`config.mk`:
```
export PLATFORM = sky130hd
export DESIGN_NAME = uart_rx_fifo
export DESIGN_NICKNAME = d
export VERILOG_FILES = /design/src/rtl/uart_pkg.sv /design/src/rtl/uart_edge_detect.sv /design/src/rtl/uart_rx_fifo.sv
export SDC_FILE = /design/constraint.sdc
export NUM_CORES = 1
export LEC_CHECK = 0
export BUFFER_PORTS_ARGS = -buffer_cell sky130_fd_sc_hd__buf_2
export CAP_MARGIN = 20
export CORE_MARGIN = 2
export CORE_UTILIZATION = 23
export DETAILED_ROUTE_END_ITERATION = 7
export PLACE_DENSITY = 0.41
export SETUP_SLACK_MARGIN = 0.3
export SLEW_MARGIN = 20
export SYNTH_ARGS = -nofsm -noshare
export SYNTH_HDL_FRONTEND = slang
export SYNTH_SLANG_ARGS = --single-unit
```
`constraint.sdc`:
```
create_clock -name clk -period 2.89 [get_ports clk]
set_clock_uncertainty 0.1 [all_clocks]
set_input_delay 0.1445 -clock clk [delete_from_list [all_inputs] [get_ports clk]]
set_output_delay 0.1445 -clock clk [all_outputs]
set_load 0.02 [all_outputs]
```
`src/rtl/uart_pkg.sv`:
```
// Shared UART definitions: word type and default link timing used by the
// receiver, the transmitter and the receive FIFO.
package uart_pkg;

  typedef logic [7:0] uart_word_t;

  localparam int unsigned BAUD_RATE  = 115_200;
  localparam int unsigned CLOCK_RATE = 50_000_000;

endpackage : uart_pkg

```
`src/rtl/uart_edge_detect.sv`:
```
// Rising-edge detector for a level strobe. The registered copy resets to 1,
// so a level that is already high when reset releases gives no pulse.
// Reused for the transmitter start strobe.
module uart_edge_detect (
  input  logic clk,
  input  logic rst,
  input  logic level,
  output logic rise
);

  logic level_d;
  logic level_q;

  // Next value of the delayed level and the one-cycle rise pulse
  always_comb begin
    level_d = level;
    rise    = level & ~level_q;
  end

  // Delayed copy of the level, held high through reset
  always_ff @(posedge clk) begin
    if (rst) begin
      level_q <= 1'b1;
    end else begin
      level_q <= level_d;
    end
  end

endmodule : uart_edge_detect

```
`src/rtl/uart_rx_fifo.sv`:
```
// Receive FIFO behind the UART receiver. Each rising edge of in_valid writes
// one word; the consumer reads through a first-word-fall-through valid/ready
// port. A word arriving while full with no pop is dropped and sets the sticky
// overflow flag. Defining UART_RX_FIFO_DROP_COUNT_EN adds a saturating
// 16-bit drop_count output.
module uart_rx_fifo
  import uart_pkg::*;
#(
  parameter int DATA_WIDTH = $bits(uart_word_t),
  parameter int DEPTH      = 16
) (
  input  logic                    clk,
  input  logic                    rst,
  input  logic [DATA_WIDTH-1:0]   in_data,
  input  logic                    in_valid,
  output logic [DATA_WIDTH-1:0]   out_data,
  output logic                    out_valid,
  input  logic                    out_ready,
  output logic [$clog2(DEPTH):0]  count,
  output logic                    full,
  output logic                    overflow,
  input  logic                    clear_overflow
`ifdef UART_RX_FIFO_DROP_COUNT_EN
  ,
  output logic [15:0]             drop_count
`endif
);

  localparam int PW = $clog2(DEPTH);
  localparam int CW = PW + 1;

  if ((DEPTH < 2) || ((DEPTH & (DEPTH - 1)) != 0)) begin : g_bad_depth
    $error("uart_rx_fifo: DEPTH must be a power of two and at least 2");
  end

  logic                  push_req;
  logic                  push;
  logic                  pop;
  logic                  drop;
  logic                  full_w;

  logic [DATA_WIDTH-1:0] mem_q [DEPTH];
  logic [PW-1:0]         wr_ptr_d, wr_ptr_q;
  logic [PW-1:0]         rd_ptr_d, rd_ptr_q;
  logic [CW-1:0]         count_d, count_q;
  logic                  overflow_d, overflow_q;

  uart_edge_detect u_in_edge (
    .clk   (clk),
    .rst   (rst),
    .level (in_valid),
    .rise  (push_req)
  );

  // Push/pop/drop decisions and next pointer, occupancy and overflow state
  always_comb begin
    full_w   = (count_q == CW'(DEPTH));
    pop      = (count_q != '0) & out_ready;
    push     = push_req & (~full_w | pop);
    drop     = push_req & full_w & ~pop;

    wr_ptr_d = push ? wr_ptr_q + 1'b1 : wr_ptr_q;
    rd_ptr_d = pop  ? rd_ptr_q + 1'b1 : rd_ptr_q;

    count_d  = count_q;
    case ({push, pop})
      2'b10:   count_d = count_q + 1'b1;
      2'b01:   count_d = count_q - 1'b1;
      default: count_d = count_q;
    endcase

    // A drop in the same cycle as a clear leaves the flag set
    if (drop) begin
      overflow_d = 1'b1;
    end else if (clear_overflow) begin
      overflow_d = 1'b0;
    end else begin
      overflow_d = overflow_q;
    end
  end

  // Storage: written on accepted pushes only, no reset needed
  always_ff @(posedge clk) begin
    if (push) begin
      mem_q[wr_ptr_q] <= in_data;
    end
  end

  // Pointer, occupancy and overflow registers
  always_ff @(posedge clk) begin
    if (rst) begin
      wr_ptr_q   <= '0;
      rd_ptr_q   <= '0;
      count_q    <= '0;
      overflow_q <= 1'b0;
    end else begin
      wr_ptr_q   <= wr_ptr_d;
      rd_ptr_q   <= rd_ptr_d;
      count_q    <= count_d;
      overflow_q <= overflow_d;
    end
  end

  assign out_data  = mem_q[rd_ptr_q];
  assign out_valid = (count_q != '0);
  assign count     = count_q;
  assign full      = full_w;
  assign overflow  = overflow_q;

`ifdef UART_RX_FIFO_DROP_COUNT_EN
  logic [15:0] drop_count_d, drop_count_q;

  // Saturating drop counter; a clear together with a drop restarts at one
  always_comb begin
    drop_count_d = drop_count_q;
    if (clear_overflow) begin
      drop_count_d = drop ? 16'd1 : '0;
    end else if (drop && (drop_count_q != '1)) begin
      drop_count_d = drop_count_q + 1'b1;
    end
  end

  // Drop counter register
  always_ff @(posedge clk) begin
    if (rst) begin
      drop_count_q <= '0;
    end else begin
      drop_count_q <= drop_count_d;
    end
  end

  assign drop_count = drop_count_q;
`endif

endmodule : uart_rx_fifo

```
Word level (Yosys, flattened, before mapping)
Memories as Yosys holds them, arrays and structs flattened. A register that Yosys moved wholly into a read port is not among the register bits.
Cells that the tools add are included.
Storage, ports and cells
  memories kept: 1
  word-level logic and storage cells: 32
  register bits after elaboration: 15
  input port bits: 13
  RAM bits: 128
  output and inout bits: 16
Memories
  mem_q: depth 16, width 8, read ports 1, clocked after memory_dff 1, write ports 1, RTL line uart_rx_fifo.sv:42  | logic [DATA_WIDTH-1:0] mem_q [DEPTH];
Cells by class
  multiplexer cells: 7
  bitwise operators: 9
  add/sub/neg operators: 4
  eq/ne operators: 3
  reduce and logical (&&, ||, !) cells: 3
Operators by type and width (number)
  5-bit case mux with 2 select lines: 1
  4-bit by 1-bit adder with 4-bit output (second input constant): 2
  4-bit 2-to-1 mux: 2
  5-bit by 1-bit adder with 5-bit output (second input constant): 1
  1-bit bitwise AND: 5
  5-bit == test (second input constant): 1
  5-bit nonzero test: 1
  5-bit by 1-bit subtractor with 5-bit output (second input constant): 1
  1-bit 2-to-1 mux: 4
  2-bit nonzero test: 2
  1-bit inverter: 3
  2-bit by 1-bit == test with 1-bit output (second input constant): 1
  2-bit == test (second input constant): 1
  1-bit OR: 1

Logic depth before layout (Yosys ltp)
Gate-level depths: netlist of the first run.
  depth in word-level cells: 6
  depth in mapped cells: 10
  gate-level depth less buffers: 8

By module
Synthesis of the first run repeated with hierarchy kept, for this count alone.
Second synthesis, totals
  cell total of the unflattened synthesis: 293
  area, all modules: 5756.8 µm²
Modules (own cells, without submodules)
  uart_rx_fifo: instances 1, area each 5724.2 µm², cells each 290
  uart_edge_detect: instances 1, area each 32.5 µm², cells each 3

Least setup slack after synthesis of the first run
Ideal clock, no wire load.
  path type: reg-to-reg
  start: reg count_q[1], in the netlist count[1]
  end: reg count_q[4], in the netlist count[4]
  slack: -0.078 ns
  arrival time: 2.745 ns
  period minus slack after synthesis: 2.968 ns
  setup time: 0.123 ns
  cell stages (with the launch flop): 11
  path buffers: 2
  required time: 2.667 ns
  cell sequence: dfxtp_1 -> buf_6 -> or4_4 -> buf_6 -> o211ai_4 -> o21ai_0 -> ha_1 -> o31a_1 -> or3_1 -> o22a_1 -> mux2_1
Between the ends
  longest elaborated chain between the ends: 6
RTL lines
  start, declared: RTL line uart_rx_fifo.sv:45  | logic [CW-1:0] count_d, count_q;
  start signal, assigned: RTL line uart_rx_fifo.sv:99  | count_q <= count_d;
  5-bit nonzero test or 5-bit == test (tied branches): RTL line uart_rx_fifo.sv:58, uart_rx_fifo.sv:57
  1-bit bitwise AND or 1-bit inverter (tied branches): RTL line uart_rx_fifo.sv:58, uart_rx_fifo.sv:59
  1-bit OR: RTL line uart_rx_fifo.sv:59  | push = push_req & (~full_w | pop);
  1-bit bitwise AND: RTL line uart_rx_fifo.sv:59
  2-bit by 1-bit == test with 1-bit output or 2-bit == test (tied branches): RTL line uart_rx_fifo.sv:66  | case ({push, pop})
  5-bit case mux with 2 select lines or 2-bit nonzero test (tied branches)
Several ways; a longest one is shown, not always the timed one.
A chain may end at the register's enable or synchronous reset.

Worst setup path after layout of the first run
  start: reg count_q[0], in the netlist count[0]
  end: reg count_q[4], in the netlist count[4]
Same word-level chain as after synthesis.

==> results of run 1 <==
## final cells by class
| type | instances | area, um^2 |
|---|---|---|
| clock buffers | 18 | 429 |
| clock inverters | 14 | 174 |
| fillers | 2483 | 17800 |
| inverters | 5 | 21.3 |
| multi-input cells | 139 | 1600 |
| flip-flops and latches | 147 | 4230 |
| well taps | 330 | 413 |
| repair buffers | 60 | 518 |
## kinds of logic (layout without fill, tap and decap cells)
kind of cell	Yosys count	in the layout	synth area share, %
flops	147	147	71.7
buf+inv	20	97	1.63
mux	46	46	16.4
xor+xnor	5	5	0.743
fa+ha+maj	7	7	1.49
compound gates	22	22	3.08
simple gates	59	59	5.03
## through the flow
stage               util, %  instance area [um^2]  std cells
global route           29.3                  7390        713
global placement       26.0                  6550        670
CTS                    29.1                  7320        712
detailed placement     26.0                  6550        670
finish                 29.3                  7390        713
floorplan                 -                  5900        306
## where the power goes
part           total (uW)  leakage [uW]  internal, uW  switching (uW)
logic                1430      0.000772           721             707
registers            2420       0.00131          2370            52.6
clock network        2250      0.000287          1370             887
## cell usage after synthesis, drive strengths merged (3+ instances only)
library cell and count:
a21oi 3, buf 10, clkbuf 5, dfxtp 19
edfxtp 128, ha 7, inv 5, mux2 3
mux2i 3, mux4 40, nand2 7, nand2b 5
nand3 5, nor2 25, nor3 7, o211ai 4
o21ai 6, xor2 3
## timing repair
action / CTS / global route
setup buffers: 4 / 0
hold endpoints to repair: 20 / 0
gates resized for setup: 5 / 19
gates cloned: 2 / 1
setup endpoints to repair: 5 / 33
pin swaps: 2 / 0
hold buffers: 4 / 0
## worst paths after layout
kind               from           to  slack (ns)  depth (start not counted)
max            count[0]     count[4]        0.29                          8
max reg2reg    count[0]     count[4]        0.29                          8
min          in_data[3]  mem_q[6][3]        0.02                          1
min reg2reg    overflow     overflow        0.38                          2
## routing by layer
layer / vias to the layer above / track usage (%) / part of all wire [%]
met5: - / 0 / 0
met4: 0 / 3.23 / 1.4
met3: 15 / 3.06 / 3.8
met2: 72 / 17.8 / 48
met1: 1551 / 13.7 / 46
li1: 1368 / - / -
## flip-flops by register name (all words and copies together) (netlist names), named ones only
name and count:
count 5, wr_ptr_q 4, u_in_edge.level_q 1, rd_ptr_q 4, mem_q 128, overflow 1
==> out/qor.txt, run 1 <==
SETUP PATH
------------------------------------------------------------------------------------
Delay of the slowest cell on the worst path ...........................      0.55 ns
Worst-path fanout max .................................................            2
Master of the slowest instance on the critical path ...................        or4_4
Start-to-end type of the worst setup path ............................. flip-flop to flip-flop
Data arrival at the endpoint of the critical path .....................      2.80 ns
Setup crit end kind ...................................................    flip-flop
List of cells traversed by the critical path .......................... or4_4 -> o211ai_4 -> o21ai_1 -> ha_2 -> o31a_1 -> or3_1 -> o22a_1 -> mux2_1
WP data required ......................................................      3.09 ns
Top cell family by delay on the critical path ......................... simple AND/OR/NAND/NOR gates
CP startpoint kind ....................................................    flip-flop
Buffering stage count on the worst path with inverters included .......            0

TIMING
------------------------------------------------------------------------------------
Worst-case headroom to the max-slew limit .............................        51.7%
Final critical-path setup slack .......................................     0.292 ns
Hold violation count in the final report ..............................            0
Maximum frequency from static timing analysis .........................    0.385 GHz
Worst slew pin tran ...................................................     0.723 ns
Final critical-path share of the clock period .........................        89.9%
RSZ-0062 raised after global routing ..................................         true
Final min period ......................................................      2.60 ns
Setup violators final .................................................            0
Fin Setup TNS .........................................................         0 ns
Pins Over Slew Limit ..................................................            0
Worst slack on hold paths .............................................    0.0156 ns

YOSYS
------------------------------------------------------------------------------------
Number of enable-type register cells in the synthesized netlist .......          128
Area fraction of the dominant cell type after synthesis ...............        65.2%
Average instance area after synthesis .................................    19.3 um^2
Distinct cell type count of the synthesized netlist ...................           42
Summed instance area of the synthesized netlist .......................    5890 um^2
Part of the Yosys area used for sequential elements ...................        71.7%
Top_reg_cell synth ....................................................     edfxtp_1
Synthesis warning total ...............................................            0
Register bit count reported by yosys ..................................          147
Number of nets produced by synthesis ..................................          326
Synth area leader .....................................................     edfxtp_1
Share of async-settable or async-resettable flops after synthesis .....           0%
Synthesized instance count ............................................          306
Main area contributors after synthesis ................................ edfxtp_1 (65%), mux4_2 (15%), dfxtp_1 (6.5%), nor2_1 (1.6%), ha_1 (1.5%)

FLOORPLANNING
------------------------------------------------------------------------------------
Starting Density ......................................................        23.4%
Placement Rows ........................................................           58
Core region area ......................................................   25200 um^2
Die Wd ................................................................       164 um
Ports placed on the boundary ..........................................           29
Die Footprint .........................................................   26900 um^2
Die Height ............................................................       164 um

CELLS AND AREA
------------------------------------------------------------------------------------
Area added between synthesis and finish ...............................        25.3%
Final layout net count ................................................          390
Share of layout cells above drive strength 1 ..........................        37.9%
Commonest cells after routing, fill and taps aside .................... edfxtp_1 (128), mux4_2 (40), buf_2 (22), nor2_1 (21), buf_4 (21)
Antenna cells .........................................................            0
Commonest non-fill, non-tap cell in the layout ........................     edfxtp_1

CLOCK TREE
------------------------------------------------------------------------------------
Clock buffer count from CTS ...........................................           17
Clk slew on worst S/H paths ...........................................      0.06 ns
H-Tree Level Count ....................................................            4
CTS tree ..............................................................        built
Clk sink count ........................................................          147
Skew-Pair Late Insertion Delay ........................................      0.41 ns
Max Root-Sink Buffers .................................................            2
Master cell of the clock root buffer ..................................    clkbuf_16

ROUTE
------------------------------------------------------------------------------------
Final antenna-violating net count .....................................            0
Drt initial violations ................................................          183
Total Routed Length ...................................................     13500 um
Routed wire length per instance .......................................      18.9 um
Detailed Routing Iterations Pass 1 ....................................            4
Detailed-route DRC error count ........................................            0
Via count of the routed design ........................................         3006
Number of vias per cell after detailed routing ........................         4.22

GLOBAL ROUTING
------------------------------------------------------------------------------------
Overflow after GRT ....................................................            0
Global Route Usage Sum ................................................        10.8%
Initial antenna violation count .......................................            0
Pin count of the biggest net entering global routing ..................           33
First-pass GRT wire length ............................................     20400 um
Number of global-route vias before repair .............................         3287

STATUS
------------------------------------------------------------------------------------
Result of the run ..................................................... finished, final reports clean

POWER
------------------------------------------------------------------------------------
Leakage power .........................................................   0.00237 uW
Worst ir drop on vdd ..................................................     0.480 mV
Ratio of total power to cell area .....................................  826 nW/um^2
Total Power Consumption ...............................................      6100 uW

MIN PATH
------------------------------------------------------------------------------------
Hold/Removal Path Class ............................................... input port to flip-flop

PLACED DESIGN
------------------------------------------------------------------------------------
Worst slack, placed ...................................................     0.163 ns
Port Buffers ..........................................................           28
Weighted congestion at the end of routability-driven global placement .        0.777
DPL Wire Length .......................................................      8390 um

JOB
------------------------------------------------------------------------------------
Max Cap Viol ..........................................................            0

Note: power is estimated with default switching activity, not from simulation.
==> run 2, diff against run 1 <==
- MAX_ROUTING_LAYER: default -> met4
- PLACE_DENSITY: 0.41 -> 0.37
==> out/qor.txt, run 2 (same netlist as run 1, synthesis figures left out) <==
STATUS
------------------------------------------------------------------------------------
Result of the run ..................................................... finished, final reports clean

CELLS AND AREA
------------------------------------------------------------------------------------
Footprint of the multi-input gates ....................................    1590 um^2   -0.39%
Total area of sequential cells ........................................    4230 um^2   unchanged
Number of flip-flops in the largest register ..........................          128   unchanged
Area added between synthesis and finish ...............................        25.3%   about the same
Antenna cells .........................................................            0   unchanged
Filler cells ..........................................................         2475   -0.32%
Final layout net count ................................................          391   +0.26%
Biggest register ......................................................        mem_q
Commonest non-fill, non-tap cell in the layout ........................     edfxtp_1
Share of layout cells above drive strength 1 ..........................        36.6%   -1.3 points
Commonest cells after routing, fill and taps aside .................... edfxtp_1 (128), mux4_2 (40), nor2_1 (25), buf_2 (24), buf_4 (21)

SETUP PATH
------------------------------------------------------------------------------------
CP startpoint kind ....................................................    flip-flop
Delay of the slowest cell on the worst path ...........................      0.55 ns   about the same
List of cells traversed by the critical path .......................... or4_4 -> o211ai_4 -> o21ai_2 -> ha_2 -> o31a_1 -> or3_1 -> o22a_1 -> mux2_1
Data arrival at the endpoint of the critical path .....................      2.84 ns   +0.04 ns
Master of the slowest instance on the critical path ...................        or4_4
Path depth of the worst reg2reg path ..................................            8   unchanged
Launch point of the worst path ........................................     count[0]
WP data required ......................................................      3.09 ns   about the same
Reg2Reg Setup Slack ...................................................      0.25 ns   -0.04 ns
Worst-path fanout max .................................................            3   +1
Start-to-end type of the worst setup path ............................. flip-flop to flip-flop
Capture instance of the worst register-to-register path ...............     count[4]
Setup crit end kind ...................................................    flip-flop
Launching point of the worst reg2reg path .............................     count[0]

GLOBAL ROUTING
------------------------------------------------------------------------------------
Initial antenna violation count .......................................            0   unchanged
Global-route met2 utilization .........................................        17.8%   +0.057 points
Most utilized layer in the global route result ........................         met2
First-pass GRT wire length ............................................     20700 um   +1.5%
Overflow after GRT ....................................................            0   unchanged
Met1 track demand over resource in global routing .....................        14.4%   +0.66 points
Number of global-route vias before repair .............................         3271   -0.49%
Met3 GRT Util .........................................................        2.88%   -0.18 points
Pin count of the biggest net entering global routing ..................           33   unchanged
Global Route Usage Sum ................................................        11.4%   +0.64 points

TIMING
------------------------------------------------------------------------------------
Maximum frequency from static timing analysis .........................    0.379 GHz   -1.4%
Worst-case headroom to the max-slew limit .............................        29.4%   -22 points
Final critical-path share of the clock period .........................        91.2%   +1.3 points
Worst slew pin tran ...................................................      1.06 ns   +0.332 ns
Fin Setup TNS .........................................................         0 ns   unchanged
RSZ-0062 raised after global routing ..................................         true
Final min period ......................................................      2.64 ns   +0.0379 ns
Hold violation count in the final report ..............................            0   unchanged
Worst slack on hold paths .............................................   0.00853 ns   -0.00705 ns
Setup violators final .................................................            0   unchanged
Pins Over Slew Limit ..................................................            0   unchanged

PLACED DESIGN
------------------------------------------------------------------------------------
Port Buffers ..........................................................           28   unchanged
Weighted congestion at the end of routability-driven global placement .        0.747   -3.8%
DPL Wire Length .......................................................      8640 um   +2.9%

ROUTE
------------------------------------------------------------------------------------
Drt initial violations ................................................          236   +29%
Detailed Routing Iterations Pass 1 ....................................            4   unchanged
Routed wire length per instance .......................................      19.4 um   +2.5%
Number of vias per cell after detailed routing ........................         4.28   +1.6%
Total Routed Length ...................................................     13800 um   +2.5%
Detailed-route DRC error count ........................................            0   unchanged
Via count of the routed design ........................................         3054   +1.6%
Final antenna-violating net count .....................................            0   unchanged

FLOORPLANNING
------------------------------------------------------------------------------------
Die Height ............................................................       164 um   unchanged
Die Footprint .........................................................   26900 um^2   unchanged
Starting Density ......................................................        23.4%   unchanged
Ports placed on the boundary ..........................................           29   unchanged
Die Wd ................................................................       164 um   unchanged
Placement Rows ........................................................           58   unchanged
Core region area ......................................................   25200 um^2   unchanged

CLOCK TREE
------------------------------------------------------------------------------------
Clk slew on worst S/H paths ...........................................      0.06 ns   about the same
Clk sink count ........................................................          147   unchanged
Skew-Pair Late Insertion Delay ........................................      0.42 ns   about the same
Max Root-Sink Buffers .................................................            2   unchanged
CTS tree ..............................................................        built
H-Tree Level Count ....................................................            4   unchanged
Master cell of the clock root buffer ..................................    clkbuf_16
Clock buffer count from CTS ...........................................           17   unchanged

POWER
------------------------------------------------------------------------------------
Worst ir drop on vdd ..................................................     0.405 mV   -16%
Leakage power .........................................................   0.00238 uW   +0.65%
Ratio of total power to cell area .....................................  830 nW/um^2   +0.46%

MIN PATH
------------------------------------------------------------------------------------
WHS Endpoint ..........................................................  wr_ptr_q[2]
Min-delay src .........................................................          rst
Number of cells traversed by the worst hold path ......................            2   +1
Hold/Removal Path Class ............................................... input port to flip-flop

JOB
------------------------------------------------------------------------------------
Max Cap Viol ..........................................................            0   unchanged

-- run 2: cell types whose count changed in the layout (fill, tap and decap cells not counted), sizes merged --
cell / before / now
buf: 55 / 52
dlygate4sd3: 4 / 7
inv: 10 / 7
clkbuf: 19 / 21
clkinv: 4 / 6
clkinvlp: 2 / 0
bufinv: 3 / 4
-- run 2: cell type report --
cell class	instances	area share, %
sequential	147	57.3
multi-input combinational	139	21.6
timing repair buffer	61	6.91
clock buffer	19	5.86
tap	330	5.59
clock inverter	12	2.46
inverter	5	0.288
-- run 2: power breakdown --
| part | internal (uW) | leakage [uW] | switching [uW] |
|---|---|---|---|
| sequential | 2370 | 0.00131 | 72.1 |
| clock | 1450 | 0.000303 | 857 |
| combinational | 688 | 0.000772 | 696 |
-- run 2: worst max-delay path by stage --
stage,to,slack (ns),depth (start not counted)
after floorplan,count[4],0.008,10
after global routing,count[4],0.16,8
final,count[4],0.25,8
after detailed placement,count[4],0.18,8
after CTS,out_data[4],0.26,4
after global placement,count[4],0.20,8
-- run 2: metal layers --
| metal | wire [um] | vias to the layer above |
|---|---|---|
| met4 | 147 | 0 |
| met1 | 6290 | 1598 |
| met3 | 499 | 11 |
| li1 | - | 1368 |
| met2 | 6890 | 77 |
| met5 | 0 | - |
-- run 2: repair_timing --
| item | CTS | global route |
|---|---|---|
| endpoints found under the setup margin | 9 | 13 |
| hold buffers | 7 | 0 |
| endpoints found under the hold margin | 38 | 0 |
| resized for setup | 4 | 10 |
| setup buffers | 2 | 0 |
| pin swaps | 2 | 0 |
| cloned | 1 | 2 |
-- run 2: metrics by stage --
step | cell area (um^2) | instances | utilization [%] | setup slack, ns | total power, uW
global placement | 6560 | 670 | 26.1 | 0.197 | 3730
finish | 7380 | 713 | 29.3 | 0.254 | 6130
detailed placement | 6560 | 670 | 26.1 | 0.180 | 3730
global route | 7380 | 713 | 29.3 | 0.155 | 6380
floorplan | 5900 | 306 | - | 0.00790 | 3360
CTS | 7310 | 711 | 29.0 | 0.256 | 6140
-- run 2: critical path: cells and delay by family (launching register included) --
| kind | cells | cell delay (ns) |
|---|---|---|
| AO/OA/AOI/OAI | 4 | 0.75 |
| adder cells (fa/ha/maj) | 1 | 0.19 |
| flip-flops | 1 | 0.32 |
| multiplexers | 1 | 0.30 |
| AND/OR/NAND/NOR | 2 | 0.85 |
